## src/rtl/serial_sub_pkg.sv

```systemverilog
// rtl/serial_sub_pkg.sv - shared types and elaboration helpers for the serial subtractor
package serial_sub_pkg;

    typedef enum logic [1:0] {
        S_IDLE = 2'd0,
        S_RUN  = 2'd1,
        S_DONE = 2'd2
    } state_t;

    function automatic int steps(input int width, input int bpc);
        return width / bpc;
    endfunction

    // Never returns less than 1 so a single-step counter still has a bit to hold.
    function automatic int clog2(input int n);
        int r;
        for (r = 0; (1 << r) < n; r++) begin
        end
        return (r < 1) ? 1 : r;
    endfunction

endpackage

```

## src/rtl/sub_slice.sv

```systemverilog
// rtl/sub_slice.sv - combinational ripple-borrow chain of N full-subtractor cells
module sub_slice #(
    parameter int N = 1
) (
    input  logic [N-1:0] a,
    input  logic [N-1:0] b,
    input  logic         bin,
    output logic [N-1:0] d,
    output logic         bout
);

    always_comb begin : p_chain
        logic br;
        br = bin;
        d  = '0;
        for (int i = 0; i < N; i++) begin
            d[i] = a[i] ^ b[i] ^ br;
            br   = (~a[i] & b[i]) | (~(a[i] ^ b[i]) & br);
        end
        bout = br;
    end

endmodule

```

## src/rtl/serial_sub_unit.sv

```systemverilog
// rtl/serial_sub_unit.sv - multi-cycle a - b - brow_in, BITS_PER_CYCLE bits per clock
module serial_sub_unit
    import serial_sub_pkg::*;
#(
    parameter int WIDTH          = 8,
    parameter int BITS_PER_CYCLE = 1
) (
    input  logic             clk,
    input  logic             rst_n,
    input  logic             start,
    input  logic [WIDTH-1:0] a,
    input  logic [WIDTH-1:0] b,
    input  logic             brow_in,
    output logic             busy,
    output logic             done,
    output logic [WIDTH-1:0] diff,
    output logic             brow_out,
    output logic             ovf,
    output logic             zero
);

    localparam int STEPS = steps(WIDTH, BITS_PER_CYCLE);
    localparam int CW    = clog2(STEPS);

    generate
        if ((WIDTH < 1) || (BITS_PER_CYCLE < 1) || ((WIDTH % BITS_PER_CYCLE) != 0)) begin : g_bad_cfg
            $error("serial_sub_unit: BITS_PER_CYCLE must divide WIDTH");
        end
    endgenerate

    state_t                    state;
    state_t                    state_nx;
    logic [WIDTH-1:0]          a_sh;
    logic [WIDTH-1:0]          b_sh;
    logic [WIDTH-1:0]          res_sh;
    logic [WIDTH-1:0]          res_nx;
    logic                      borrow;
    logic [CW-1:0]             cnt;
    logic                      a_msb;
    logic                      b_msb;
    logic                      last_step;
    logic [BITS_PER_CYCLE-1:0] sl_d;
    logic                      sl_bout;

    sub_slice #(
        .N(BITS_PER_CYCLE)
    ) u_slice (
        .a   (a_sh[BITS_PER_CYCLE-1:0]),
        .b   (b_sh[BITS_PER_CYCLE-1:0]),
        .bin (borrow),
        .d   (sl_d),
        .bout(sl_bout)
    );

    // Slice results enter at the MSB end, so after STEPS shifts the LSB slice sits at bit 0.
    assign res_nx    = WIDTH'({sl_d, res_sh} >> BITS_PER_CYCLE);
    assign last_step = (cnt == CW'(STEPS - 1));

    always_ff @(posedge clk or negedge rst_n) begin
        if (!rst_n) begin
            state <= S_IDLE;
        end else begin
            state <= state_nx;
        end
    end

    always_comb begin
        state_nx = state;
        case (state)
            S_IDLE:  if (start) state_nx = S_RUN;
            S_RUN:   if (last_step) state_nx = S_DONE;
            S_DONE:  state_nx = S_IDLE;
            default: state_nx = S_IDLE;
        endcase
    end

    assign busy = (state != S_IDLE);
    assign done = (state == S_DONE);

    always_ff @(posedge clk or negedge rst_n) begin
        if (!rst_n) begin
            a_sh     <= '0;
            b_sh     <= '0;
            res_sh   <= '0;
            borrow   <= 1'b0;
            cnt      <= '0;
            a_msb    <= 1'b0;
            b_msb    <= 1'b0;
            diff     <= '0;
            brow_out <= 1'b0;
            ovf      <= 1'b0;
            zero     <= 1'b0;
        end else begin
            case (state)
                S_IDLE: begin
                    if (start) begin
                        a_sh   <= a;
                        b_sh   <= b;
                        borrow <= brow_in;
                        cnt    <= '0;
                        a_msb  <= a[WIDTH-1];
                        b_msb  <= b[WIDTH-1];
                    end
                end
                S_RUN: begin
                    a_sh   <= a_sh >> BITS_PER_CYCLE;
                    b_sh   <= b_sh >> BITS_PER_CYCLE;
                    res_sh <= res_nx;
                    borrow <= sl_bout;
                    cnt    <= cnt + CW'(1);
                    // Visible outputs change only here, so partial shifts never leak out.
                    if (last_step) begin
                        diff     <= res_nx;
                        brow_out <= sl_bout;
                        ovf      <= (a_msb != b_msb) && (res_nx[WIDTH-1] != a_msb);
                        zero     <= ~|res_nx;
                    end
                end
                default: begin
                end
            endcase
        end
    end

endmodule

```

## config.mk

```make
export PLATFORM = sky130hd
export DESIGN_NAME = serial_sub_unit
export DESIGN_NICKNAME = d
export VERILOG_FILES = /design/src/rtl/serial_sub_pkg.sv /design/src/rtl/sub_slice.sv /design/src/rtl/serial_sub_unit.sv
export SDC_FILE = /design/constraint.sdc
export NUM_CORES = 1
export LEC_CHECK = 0
export BUFFER_PORTS_ARGS = -buffer_cell sky130_fd_sc_hd__buf_2
export CAP_MARGIN = 15
export CORE_ASPECT_RATIO = 0.6
export CORE_MARGIN = 2
export CORE_UTILIZATION = 50
export DETAILED_ROUTE_END_ITERATION = 6
export HOLD_SLACK_MARGIN = 0.12
export PLACE_DENSITY = 0.69
export SLEW_MARGIN = 20
export SYNTH_ARGS = -nofsm -noshare
export SYNTH_HDL_FRONTEND = slang
export SYNTH_SLANG_ARGS = --single-unit
```

## constraint.sdc

```tcl
create_clock -name clk -period 3.2 [get_ports clk]
set_input_delay 0.64 -clock clk [delete_from_list [all_inputs] [get_ports clk]]
set_output_delay 0.64 -clock clk [all_outputs]
set_load 0.1 [all_outputs]
```

# ---- Word-level counts from Yosys, hierarchy flattened
# Index checks and enable logic that the tools add are counted.
dict set report word_totals {
  register_bits 43
  output_inout_bits 13
  wordCells 48
}
dict set report classes {
  add_sub_neg 1
  n_eq_ne 7
  muxes 11
  bitwise_logic 7
  n_reduce_logical 10
}
# cell n
set op_table {}
lappend op_table {{$pmux 8 s2} 2}
lappend op_table {{$mux 8} 2}
lappend op_table {{$reduce_and 2->1} 4}
lappend op_table {{$reduce_or 8->1} 1}
lappend op_table {{$pmux 3 s2} 1}
lappend op_table {{$mux 2} 2}
lappend op_table {{$ne 2x2->1 const B} 2}
lappend op_table {{$pmux 2 s2} 1}
lappend op_table {{$reduce_bool 2->1} 2}
lappend op_table {{$add 3x1->3 const B} 1}
lappend op_table {{$eq 3x3->1 const B} 1}
lappend op_table {{$mux 3} 1}
lappend op_table {{$and 1x1->1} 2}
lappend op_table {{$eq 2x1->1 const B} 1}
lappend op_table {{$eq 2x2->1 const B} 1}
lappend op_table {{$logic_not 2->1} 1}
lappend op_table {{$ne 1x1->1} 2}
lappend op_table {{$not 1->1} 2}
lappend op_table {{$pmux 1 s2} 1}
lappend op_table {{$xor 1x1->1} 2}
lappend op_table {{$logic_and 1x1->1} 1}
lappend op_table {{$logic_not 1->1} 1}
lappend op_table {{$mux 1} 1}
lappend op_table {{$or 1x1->1} 1}

# ---- Longest topological paths before layout
dict set report logic_depth {
  ltp_word 5
  ltp_mapped 6
  mapped_depth_nobuf 5
}

# ---- Hierarchy
# Synthesis repeated with hierarchy kept, for this count alone.
dict set report unflattened {
  cells_unflattened 170
  hier_area_um2 1921.8
}
# mod instances cells_per_inst area_per_inst_um2 seq_area_each_um2
set by_module_without_submodules {}
lappend by_module_without_submodules {serial_sub_unit 1 166 1890.6 1051.0}
lappend by_module_without_submodules {sub_slice 1 4 31.3 0.0}

# ---- Least setup slack after synthesis
# OpenSTA, ideal clock, no wires.
dict set report synth_path {
  kind {reg-to-output}
  startpoint {register state[1]}
  endpoint {output done}
  arrival_time_ns 2.042
  required_time_ns 2.560
  setup_slack_ns 0.518
  path_stages_with_launch 3
  n_path_buf 1
  path_cell_list {dfrtp_1 > clkbuf_1 > nor2b_1}
}
dict set report synth_via {
  elab_chain_cells 1
}
# item line_no
set synth_rtl {}
lappend synth_rtl {{from (decl)} serial_sub_unit.sv:31} ;# state_t state;
lappend synth_rtl {{from (signal assigned)} serial_sub_unit.sv:63} ;# state <= state_nx;
lappend synth_rtl {{$eq 2x2->1} serial_sub_unit.sv:78} ;# assign done = (state == S_DONE);
lappend synth_rtl {{to (decl)} serial_sub_unit.sv:15} ;# output logic done,
# Every way passes these cells.

# ---- Worst setup path after layout
# Same ends and word-level chain as after synthesis.

==> results_dict.tcl <==
set metrics [dict create \
    p_sw_share_pct 46.78 \
    cts.clk_slew.worst_paths_ns 0.08 \
    grt_max_degree 43 \
    synthArstFlopShare_pct 100.0 \
    min_period_ns 2.399 \
    fin_tns_setup_ns 0 \
    setup_ws_ns 0.8010 \
    cts_tree "yes" \
    hold_violations 0 \
    nFillCells 310 \
    design_area_um2 2193 \
    hpwlAfterDp_um 2543 \
    net-switching-power_uw 1185 \
    overflow 0 \
    ios 33 \
    p_leak_uw 0.001054 \
    outcome "finished, final reports clean" \
    crit_fanout 25 \
    power_density_nw_per_um2 1155 \
    areaGrowthSynthToFinish_pct 14.28 \
    rows 17 \
    instances_no_fill 260 \
    grt_pass1_vias 1379 \
    setup_viol 0 \
    dr.pass1.iters 4 \
    viasPerCell 5.450 \
    post-route-period-util_pct 74.97 \
    synth.avg_cell_area_um2 10.43 \
    worst_pin_slew_ns 0.8962 \
    wl_per_cell_um 14.44 \
    p_int_uw 1349 \
    dieArea_um2 4366 \
    ctsHtreeMaxLevel 2 \
    clk_latency_ns 0.29 \
    ys_seq_area_share_pct 54.76 \
    maxCapViolations 0 \
    dp_slack_ns 1.126 \
    drive_above_1_share_pct 22.54 \
    fin_skew_ns 0.004907 \
    synthDistinctLibCells 28 \
    ys.flop_type "dfrtp_1" \
    timing.fmax_mhz 416.8 \
    synth_cells 184 \
    start_kind "register" \
    drt_first_iter_violations 82 \
    ys_warn_count 0 \
    crit_arrival_ns 1.76 \
    ys_ff_latch 42 \
    relSlewSlack_pct 40.25 \
    drc_errors 0 \
    slew_violations 0 \
    p_clk_share_pct 15.8 \
    port_buffers 32 \
    clock_sinks 42 \
    start_util_pct 52.16 \
    finalPower_uw 2534 \
    synth_edf_count 0 \
    fp.coreArea_um2 3680 \
    dp_cells 252 \
    gp_congestion 0.7470 \
    die_h_um 51.99 \
    rsz0062_at_grt "false" \
    clk_path_buf_depth 2 \
    via_count 1417 \
    placed_cell_area_um2 2087 \
    combPwrFrac_pct 46.1 \
    crit_type "register to output port" \
    cts_hold_buf 0 \
    hold_path_class "primary input to asynchronous set/reset pin" \
    crit_required_ns 2.56 \
    fin_nets 235 \
    ctsResizeCount 0 \
    crit_path_end_kind "output port" \
    track_usage_pct 19.49 \
    n_antenna_cell 0 \
    cts-root-buf "clkbuf_8" \
    cts_setup_buffers 0 \
    grt_pass1_wl_um 6555 \
    die_width_um 83.99 \
    syn_nets 207 \
    netlist_area_um2 1919 \
    seqPwrFrac_pct 38.1 \
    antenna_found_initial 0 \
    routed_wl_um 3755 \
    cts_buffers 5 \
    drtAntennaViolNets 0 \
    peakVddDrop_mv 0.6448 \
]
==> per-layer routing <==
layer | wire length, µm | vias up | global-route usage [%]
met5 | 0 | - | 0
met2 | 1725 | 33 | 30.67
met4 | 13 | 0 | 5.645
met3 | 169 | 2 | 5.556
met1 | 1846 | 690 | 26.76
li1 | - | 692 | -
==> power by group through the flow <==
stage	clock network, µW	logic (µW)	registers [µW]
floorplan	0	580	1340
global placement	0	1140	962
detailed placement	0	1180	971
CTS	413	1180	964
global route	434	1270	1010
finish	401	1170	965
==> area by class of cell <==
type | instances | area (µm²) | area share, %
timing repair buffer | 33 | 167.7 | 7.644
multi-input combinational | 126 | 794.5 | 36.22
sequential | 42 | 1051 | 47.92
inverter | 4 | 15.01 | 0.6845
clock inverter | 1 | 30.03 | 1.369
tap | 47 | 58.81 | 2.681
clock buffer | 7 | 76.32 | 3.480
==> cell usage in the layout, fill, tap and decap left out, drive strengths merged <==
cell type,netlist,layout
dfrtp,42,42
buf,7,33
nand2,28,28
o21ai,21,21
nor2b,18,18
a21oi,16,16
a22oi,14,14
mux2,10,10
clkbuf,5,7
inv,4,4
a2bb2oi,3,3
nor2,2,2
nor4,2,2
a22o,2,2
ha,2,2
or2,1,1
and2b,1,1
nand3b,1,1
and3b,1,1
nand2b,1,1
o21bai,1,1
mux2i,1,1
fa,1,1
bufinv,0,1
==> worst paths after layout <==
path                          start      end  slack (ns)  cells past startpoint
max in group asynchronous     rst_n     zero        2.16                      1
min in group clk               zero     zero        0.48                      2
setup / recovery           state[1]     done        0.80                      2
hold reg to reg                zero     zero        0.48                      2
hold / removal                rst_n  diff[1]        0.47                      1
setup reg to reg           state[1]  b_sh[0]        1.26                      3
==> worst max-delay path, cell delays in order, from the launching register on <==
cell and delay [ns]:
dfrtp_1 0.82, nor2b_1 0.21, buf_2 0.44
==> through the flow <==
stage	utilization, %	hold slack (ns)
global route	59.61	0.5218
finish	59.61	0.4748
floorplan	-	0.3444
detailed placement	56.72	0.4703
CTS	59.61	0.4877
global placement	56.72	0.4579
==> synth_stat cells, types with 2 or more instances <==
library cell / instances / area, µm²
a22o_1: 2 / 17.52
clkbuf_1: 5 / 18.77
mux2_1: 3 / 33.78
a2bb2oi_1: 3 / 26.28
dfrtp_1: 42 / 1051
mux2_4: 2 / 30.03
o21ai_0: 19 / 95.09
o21ai_1: 2 / 10.01
nand2_1: 28 / 105.1
nor2b_1: 18 / 112.6
buf_2: 5 / 25.02
mux2_2: 5 / 56.30
nor2_1: 2 / 7.510
nor4_1: 2 / 12.51
ha_1: 2 / 25.02
a21oi_1: 16 / 80.08
inv_1: 4 / 15.01
a22oi_1: 14 / 105.1
==> sequential cells by signal, indices dropped and copies added (netlist names) <==
signal	flops
diff	8
b_msb	1
zero	1
res_sh	7
a_msb	1
ovf	1
a_sh	8
b_sh	8
brow_out	1
cnt	3
borrow	1
state	2
==> logic make-up after synthesis <==
logic type      after synthesis  synth area share, %
flops                        42                54.76
simple gates                 55                14.47
fa+ha+maj                     3                2.347
compound gates               57                17.80
buf+inv                      16                3.846
mux                          11                6.779
No activity file was read; power rests on OpenSTA's default activity.
